## src/rtl/traffic_light_monitor.sv

```systemverilog
// Passive lamp-sequence checker for the two-road traffic controller: tracks the
// seven-phase cycle, enforces per-phase dwell limits and latches the first fault.
module traffic_light_monitor #(
  parameter int CNT_W   = 5,
  parameter int YEL_MAX = 3,
  parameter int GRN_MAX = 11
) (
  input  logic       clk,
  input  logic       rst_n,
  input  logic       tick,
  input  logic [2:0] road1_in,
  input  logic [2:0] road2_in,
  input  logic       clear,
  output logic       fault,
  output logic [2:0] fault_code,
  output logic [2:0] phase,
  output logic       cycle_done,
  output logic [7:0] cycle_cnt
);

  localparam logic [2:0] RED = 3'b001;
  localparam logic [2:0] YEL = 3'b010;
  localparam logic [2:0] GRN = 3'b100;

  localparam logic [2:0] ERR_NONE     = 3'd0;
  localparam logic [2:0] ERR_CODE     = 3'd1;
  localparam logic [2:0] ERR_CONFLICT = 3'd2;
  localparam logic [2:0] ERR_SEQ      = 3'd3;
  localparam logic [2:0] ERR_TIMEOUT  = 3'd4;

  typedef enum logic [3:0] {
    ST_IDLE  = 4'd0,
    ST_S1    = 4'd1,
    ST_S2    = 4'd2,
    ST_S3    = 4'd3,
    ST_S4    = 4'd4,
    ST_S5    = 4'd5,
    ST_S6    = 4'd6,
    ST_SYNC  = 4'd7,
    ST_FAULT = 4'd8
  } state_t;

  state_t           state, state_nxt;
  logic [CNT_W-1:0] dwell, dwell_nxt, dwell_inc;
  logic             fault_nxt, done_nxt;
  logic [2:0]       code_nxt, phase_nxt, err;
  logic [7:0]       cnt_nxt;
  logic [5:0]       pair;
  logic             code_bad, conflict, same, adv, limit_hit;

  function automatic logic onehot3(input logic [2:0] c);
    return (c == RED) || (c == YEL) || (c == GRN);
  endfunction

  // Lamp pair expected while sitting in a sequence state.
  function automatic logic [5:0] exp_pair(input state_t s);
    case (s)
      ST_S1, ST_S3: return {YEL, RED};
      ST_S2:        return {GRN, RED};
      ST_S4, ST_S6: return {RED, YEL};
      ST_S5:        return {RED, GRN};
      default:      return {RED, RED};
    endcase
  endfunction

  function automatic state_t succ(input state_t s);
    case (s)
      ST_IDLE: return ST_S1;
      ST_S1:   return ST_S2;
      ST_S2:   return ST_S3;
      ST_S3:   return ST_S4;
      ST_S4:   return ST_S5;
      ST_S5:   return ST_S6;
      default: return ST_IDLE;
    endcase
  endfunction

  assign pair      = {road1_in, road2_in};
  assign code_bad  = !onehot3(road1_in) || !onehot3(road2_in);
  assign conflict  = (road1_in != RED) && (road2_in != RED);
  assign same      = (pair == exp_pair(state));
  assign adv       = (pair == exp_pair(succ(state)));
  assign dwell_inc = (&dwell) ? dwell : dwell + 1'b1;

  always_comb begin
    limit_hit = 1'b0;
    case (state)
      ST_S1, ST_S3, ST_S4, ST_S6: limit_hit = (dwell == CNT_W'(YEL_MAX));
      ST_S2, ST_S5:               limit_hit = (dwell == CNT_W'(GRN_MAX));
      default:                    limit_hit = 1'b0;
    endcase
  end

  always_comb begin
    state_nxt = state;
    dwell_nxt = dwell;
    fault_nxt = fault;
    code_nxt  = fault_code;
    done_nxt  = 1'b0;
    cnt_nxt   = cycle_cnt;
    err       = ERR_NONE;
    if (clear) begin
      // clear outranks any error seen on the same edge
      state_nxt = ST_SYNC;
      dwell_nxt = '0;
      fault_nxt = 1'b0;
      code_nxt  = ERR_NONE;
    end else if (state != ST_FAULT) begin
      if (code_bad)      err = ERR_CODE;
      else if (conflict) err = ERR_CONFLICT;
      else if (state == ST_SYNC) begin
        if (pair == {RED, RED}) begin
          state_nxt = ST_IDLE;
          dwell_nxt = '0;
        end else if (tick) begin
          dwell_nxt = dwell_inc;
        end
      end else if (same) begin
        if (tick && limit_hit) err = ERR_TIMEOUT;
        else if (tick)         dwell_nxt = dwell_inc;
      end else if (adv) begin
        // an advance swallows a coincident tick
        state_nxt = succ(state);
        dwell_nxt = '0;
        if (state == ST_S6) begin
          done_nxt = 1'b1;
          cnt_nxt  = cycle_cnt + 8'd1;
        end
      end else begin
        err = ERR_SEQ;
      end
      if (err != ERR_NONE) begin
        state_nxt = ST_FAULT;
        fault_nxt = 1'b1;
        code_nxt  = err;
      end
    end
    phase_nxt = (state_nxt == ST_FAULT) ? 3'd7 : state_nxt[2:0];
  end

  always_ff @(posedge clk or negedge rst_n) begin
    if (!rst_n) begin
      state      <= ST_SYNC;
      dwell      <= '0;
      fault      <= 1'b0;
      fault_code <= ERR_NONE;
      phase      <= 3'd7;
      cycle_done <= 1'b0;
      cycle_cnt  <= 8'd0;
    end else begin
      state      <= state_nxt;
      dwell      <= dwell_nxt;
      fault      <= fault_nxt;
      fault_code <= code_nxt;
      phase      <= phase_nxt;
      cycle_done <= done_nxt;
      cycle_cnt  <= cnt_nxt;
    end
  end

endmodule

```

## config.mk

```make
export PLATFORM = sky130hd
export DESIGN_NAME = traffic_light_monitor
export DESIGN_NICKNAME = d
export VERILOG_FILES = /design/src/rtl/traffic_light_monitor.sv
export SDC_FILE = /design/constraint.sdc
export NUM_CORES = 1
export LEC_CHECK = 0
export ABC_AREA = 1
export CAP_MARGIN = 20
export CORE_ASPECT_RATIO = 0.8
export CORE_MARGIN = 3
export CORE_UTILIZATION = 50
export CTS_CLUSTER_SIZE = 25
export DETAILED_ROUTE_END_ITERATION = 10
export PLACE_DENSITY = 0.79
export SETUP_SLACK_MARGIN = 0.05
export SLEW_MARGIN = 20
export SYNTH_ARGS = -nofsm -noshare
export SYNTH_HDL_FRONTEND = slang
export SYNTH_SLANG_ARGS = --single-unit
```

## constraint.sdc

```tcl
create_clock -name clk -period 2.6 [get_ports clk]
set_clock_uncertainty 0.15 [all_clocks]
set_input_delay 0.52 -clock clk [delete_from_list [all_inputs] [get_ports clk]]
set_output_delay 0.52 -clock clk [all_outputs]
set_load 0.01 [all_outputs]
```

### Word-level counts from Yosys, hierarchy flattened

Cells that the tools add are included.

| storage, ports and cells | value |
|---|---|
| flip-flop bits (word level) | 25 |
| input bits | 10 |
| output and inout port bits | 16 |
| logic and storage cells | 116 |

| operators by class | value |
|---|---|
| $add $sub $neg | 2 |
| equal/unequal tests | 31 |
| muxes and demuxes | 47 |
| bitwise operators | 5 |
| reduce and logical (&&, ||, !) cells | 24 |

Operator list:

| kind | count |
|---|---|
| $mux W5 | 11 |
| $pmux W6 S4 | 2 |
| $mux W4 | 9 |
| $mux W3 | 11 |
| $eq A4 B3 Y1 const B | 7 |
| $pmux W3 S6 | 1 |
| $eq A4 B2 Y1 const B | 4 |
| $eq A6 B6 Y1 | 2 |
| $mux W1 | 11 |
| $reduce_and A5 Y1 | 2 |
| $reduce_or A2 Y1 | 5 |
| $add A8 B1 Y8 const B | 1 |
| $eq A4 B1 Y1 const B | 2 |
| $ne A4 B4 Y1 const B | 2 |
| $reduce_and A8 Y1 | 1 |
| $eq A3 B1 Y1 const B | 2 |
| $eq A3 B2 Y1 const B | 2 |
| $eq A3 B3 Y1 const B | 2 |
| $eq A6 B4 Y1 const B | 1 |
| $ne A3 B1 Y1 const B | 2 |
| $add A5 B1 Y5 const B | 1 |
| $eq A5 B2 Y1 const B | 1 |
| $eq A5 B4 Y1 const B | 1 |
| $logic_or A1 B1 Y1 | 5 |
| other kinds (13) | 21 |

### Longest topological paths before layout

| logic depth | value |
|---|---|
| depth after elaboration | 19 |
| depth in mapped cells | 16 |
| mapped depth without buffers | 15 |

### Worst setup path after synthesis

Ideal clock, no wire load.

| timing path | value |
|---|---|
| kind | register to register |
| start point | reg state[0] |
| end point | reg cycle_cnt[2] |
| setup time | 0.127 ns |
| arrival | 1.775 ns |
| data required time | 2.323 ns |
| setup slack | 0.548 ns |
| cell stages (with the launch flop) | 14 |
| buffers on the path | 1 |
| clock period less this slack | 2.052 ns |
| cells stage by stage | dfstp_2 buf_4 inv_2 nor2_4 nand2_2 nand3_2 nand2_1 nand2_1 nand2_2 nor2_8 nand2_4 nor2_8 nand2_2 xnor2_2 |

| between the ends | value |
|---|---|
| cells in the longest elaborated chain, start to end | 7 |
| elaborated cells on any way between the ends | 27 |
| classes of those cells | eq/ne (16); mux (3); bitwise (2); reduce/logical (6) |

RTL lines:

| what | RTL line | RTL |
|---|---|---|
| start, declared | 43 | `state_t state, state_nxt;` |
| start signal, assigned | 151 | `state <= state_nxt;` |
| $eq A4 B3 Y1 (tied with other cells) | 57, 67 |  |
| $pmux W3 S6 | 67 | `case (s)` |
| $eq A4 B3 Y1 (tied with other cells) | 57 | `case (s)` |
| $reduce_or A2 Y1 | 57 |  |
| $pmux W6 S4 | 57 |  |
| $eq A6 B6 Y1 | 82 | `assign adv = (pair == exp_pair(succ(state)));` |
| $reduce_and A8 Y1 (no line) * | n/a |  |
| end signal, assigned | 157 | `cycle_cnt <= cnt_nxt;` |
| end, declared | 18 | `output logic [7:0] cycle_cnt` |

Mark *: on every way between the ends. The rest lies on a longest branch, timed or not.
A chain may end at the register's enable or synchronous reset.

### Final worst setup path

| timing path | value |
|---|---|
| start point | reg state[0] |
| end point | reg phase[2] |

| between the ends | value |
|---|---|
| cells in the longest elaborated chain, start to end | 19 |
| elaborated cells on any way between the ends | 48 |
| classes of those cells | eq/ne (17); mux (22); reduce/logical (9) |

RTL lines:

| what | RTL line | RTL |
|---|---|---|
| $eq A4 B3 Y1 (tied with other cells) | 57, 67, 87 |  |
| $pmux W3 S6 | 67 |  |
| $eq A4 B3 Y1 (tied with other cells) | 57 |  |
| $reduce_or A2 Y1 | 57 |  |
| $pmux W6 S4 | 57 |  |
| $eq A6 B6 Y1 | 82 |  |
| $mux W2 | 121 | `end else if (adv) begin` |
| $mux W3 | 118 | `end else if (same) begin` |
| [4 not listed] | n/a |  |
| $mux W3 | 102 | `if (clear) begin` |
| $reduce_bool A3 Y1 | 132 | `if (err != ERR_NONE) begin` |
| $mux W4 | 132 |  |
| $mux W4 * | 108 | `end else if (state != ST_FAULT) begin` |
| $mux W4 * | 102 |  |
| $eq A4 B4 Y1 | 138 | `phase_nxt = (state_nxt == ST_FAULT) ? 3'd7 : state_nxt[2:0];` |
| $mux W3 * | 138 |  |
| named net phase_nxt[2] | 46 | `logic [2:0] code_nxt, phase_nxt, err;` |
| end signal, assigned | 155 | `phase <= phase_nxt;` |
| end, declared | 16 | `output logic [2:0] phase,` |

Mark *: on every way through the listed nets, which the timed path passes. The rest lies on a longest branch. The select of a mux whose other input is x is not followed.

==> flow_metrics.tcl <==
set metrics [dict create \
    cap_violations 0 \
    cts_sinks 25 \
    syn_nets 303 \
    cts-buffers-inserted 3 \
    cts_hold_buf 0 \
    synth-main-ff-cell "dfrtp_1" \
    final_nets 334 \
    netlist-cell-type-count 34 \
    ios 26 \
    grt_pass1_vias 1821 \
    max_freq_ghz 0.429 \
    die-area_sq_um 4920 \
    drive_gt1_frac 0.181 \
    setup_tns_ps 0 \
    routed_wl_mm 4.48 \
    status "completed" \
    cts.clk_slew.worst_paths_ps 90 \
    row_count 20 \
    crit_family "simple AND/OR/NAND/NOR gates" \
    slew_headroom 0.761 \
    cts_tree "done" \
    drtIter0Drc 140 \
    crit_path_top_delay_cell "dfstp_2" \
    min_period_ps 2330 \
    final-hold-violation-count 0 \
    peakVddDrop_uv 279 \
    place_congestion 0.952 \
    via_per_inst 5.15 \
    synthCells 291 \
    root_buffer "clkbuf_8" \
    start_kind "register" \
    wl_per_cell_um 11.9 \
    antenna_left 0 \
    dp_slack_ps 42.1 \
    p_leak_nw 1.17 \
    path_max_fanout 8 \
    drc_errors 0 \
    htreeDepth 1 \
    grt_pass1_wl_mm 8.03 \
    rsz0062_at_grt "false" \
    port_buffers 25 \
    dr.pass1.iters 4 \
    setup_viol 0 \
    hp-class "reg -> reg" \
    syn_area_per_cell_sq_um 7.06 \
    syn_area_sq_um 2050 \
    antenna_found_initial 0 \
    cts_setup_buffers 0 \
    area_growth_pct 18.3 \
    critPathMostFrequentCell "nand2_2" \
    synthArstFlopShare 1.00 \
    worst_path_largest_cell_delay_ps 640 \
    yosys_warnings 0 \
    grt_overflow 0 \
    track_usage 0.203 \
    setup.worst_path.end_class "register" \
    tightestPinTransition_ps 355 \
    grt_max_degree 26 \
    cts-resized-gates 0 \
    clockBufferDepth 2 \
    cp_cell_sequence "inv_2 > nor2_4 > nand2_2 > nand3_2 > nand2_1 > nand2_1 > nand2_2 > inv_1 > nand2_1 > nand2_2 > nand2_2 > nor2_2 > nand4_1" \
    synth_edf_count 0 \
    p_per_area_nw_per_um2 338 \
    die_x_um 77.7 \
    die_h_um 63.3 \
    clk_latency_ps 270 \
    hpwlAfterDp_mm 3.64 \
    arrival_ps 2370 \
    finalMaxSlewViolations 0 \
    post-route-period-util 0.896 \
    critical_path_buf_inv_count 2 \
    hold-worst-slack_ps 368 \
    yosysSeqAreaShare 0.308 \
    cp_data_required_time_ps 2640 \
    crit_type "reg -> reg" \
    setup_slack_ps 271 \
    initial_core_util 0.530 \
    diodes 0 \
    num_vias 1936 \
    core_area_sq_um 3880 \
    ys_ff_latch 25 \
]
cell usage after synthesis, drive strengths merged, types with 2 or more instances:
master  number  area share
nand4        4       0.012
xnor2        4       0.024
a21oi        8       0.019
dfstp        6       0.077
nand2      106        0.23
buf          2      0.0091
dfrtp       19        0.23
xor2         5       0.021
or2          3      0.0091
nor2        34        0.12
nand3       40        0.11
o21ai       14       0.034
ha           2       0.012
nor3         4      0.0097
inv         32       0.058
cell type report:
cell class              count  area (sq um)
fillers                   369          1450
multi-input cells         230          1270
flip-flops and latches     25           633
repair buffers             29           280
inverters                  33           124
well taps                  55          68.8
clock buffers               3          41.3
clock inverters             1          7.51
power breakdown:
part	total (mW)	switching, mW	internal, mW
Clock	0.238	0.130	0.109
Combinational	0.173	0.110	0.0630
Sequential	0.411	0.0121	0.399
layout by cell type (no fill, tap or decap), types with 2 or more instances in the layout:
master | synthesis | final
nor2_8 | 3 | 3
nand4_1 | 4 | 4
a21oi_1 | 8 | 8
dfstp_2 | 6 | 6
dfrtp_1 | 19 | 19
xnor2_2 | 2 | 2
nor2_2 | 3 | 3
clkdlybuf4s50_1 | 0 | 25
clkbuf_8 | 0 | 3
nand3_2 | 2 | 2
nand2_4 | 5 | 5
nor2_4 | 7 | 7
xnor2_1 | 2 | 2
nand3_4 | 2 | 2
or2_2 | 3 | 3
nand3_1 | 36 | 36
inv_1 | 29 | 29
nand2_2 | 14 | 14
inv_2 | 3 | 3
nand2_1 | 87 | 87
nor2_1 | 21 | 21
xor2_1 | 5 | 5
nor3_1 | 4 | 4
o21ai_0 | 13 | 13
buf_4 | 1 | 4
ha_1 | 2 | 2
stage by stage:
stage | std cells | power [mW] | instance area [sq um] | utilization
final | 376 | 0.822 | 2430 | 0.626
after global routing | 376 | 0.871 | 2430 | 0.626
after CTS | 376 | 0.828 | 2430 | 0.626
after detailed placement | 372 | 0.591 | 2380 | 0.614
after global placement | 372 | 0.588 | 2380 | 0.614
after floorplan | 291 | 0.529 | 2050 | -
tightest hold or removal path, cell delays in order, from the launching register on:
cell and delay, ps:
dfrtp_1 380, nand2_1 50, o21ai_0 60
kinds of logic after synthesis:
| group | share of synthesized area |
|---|---|
| compound gates | 0.0639 |
| xor+xnor | 0.0457 |
| fa+ha+maj | 0.0122 |
| buf+inv | 0.0712 |
| flops | 0.308 |
| simple gates | 0.499 |
registers in the layout (all words and copies together), names as in the netlist:
| register | flops |
|---|---|
| fault_code | 3 |
| phase | 3 |
| dwell | 5 |
| state | 4 |
| cycle_done | 1 |
| cycle_cnt | 8 |
| fault | 1 |
final timing paths:
path,from,depth (start not counted),slack [ps],end
min in group asynchronous,rst_n,2,450,cycle_cnt[6]
worst max-delay path,state[0],13,270,phase[2]
worst min-delay path,cycle_cnt[5],2,370,cycle_cnt[5]
worst min register to register,cycle_cnt[5],2,370,cycle_cnt[5]
max in group asynchronous,rst_n,2,1560,state[0]
worst max register to register,state[0],13,270,phase[2]
layer usage:
layer	track usage	vias up	wire, um
met3	0.0400	7	270
met4	0.0689	0	51
met1	0.288	887	2210
met5	0	-	0
met2	0.307	51	1940
li1	-	991	-
(Power assumes the default switching activity.)
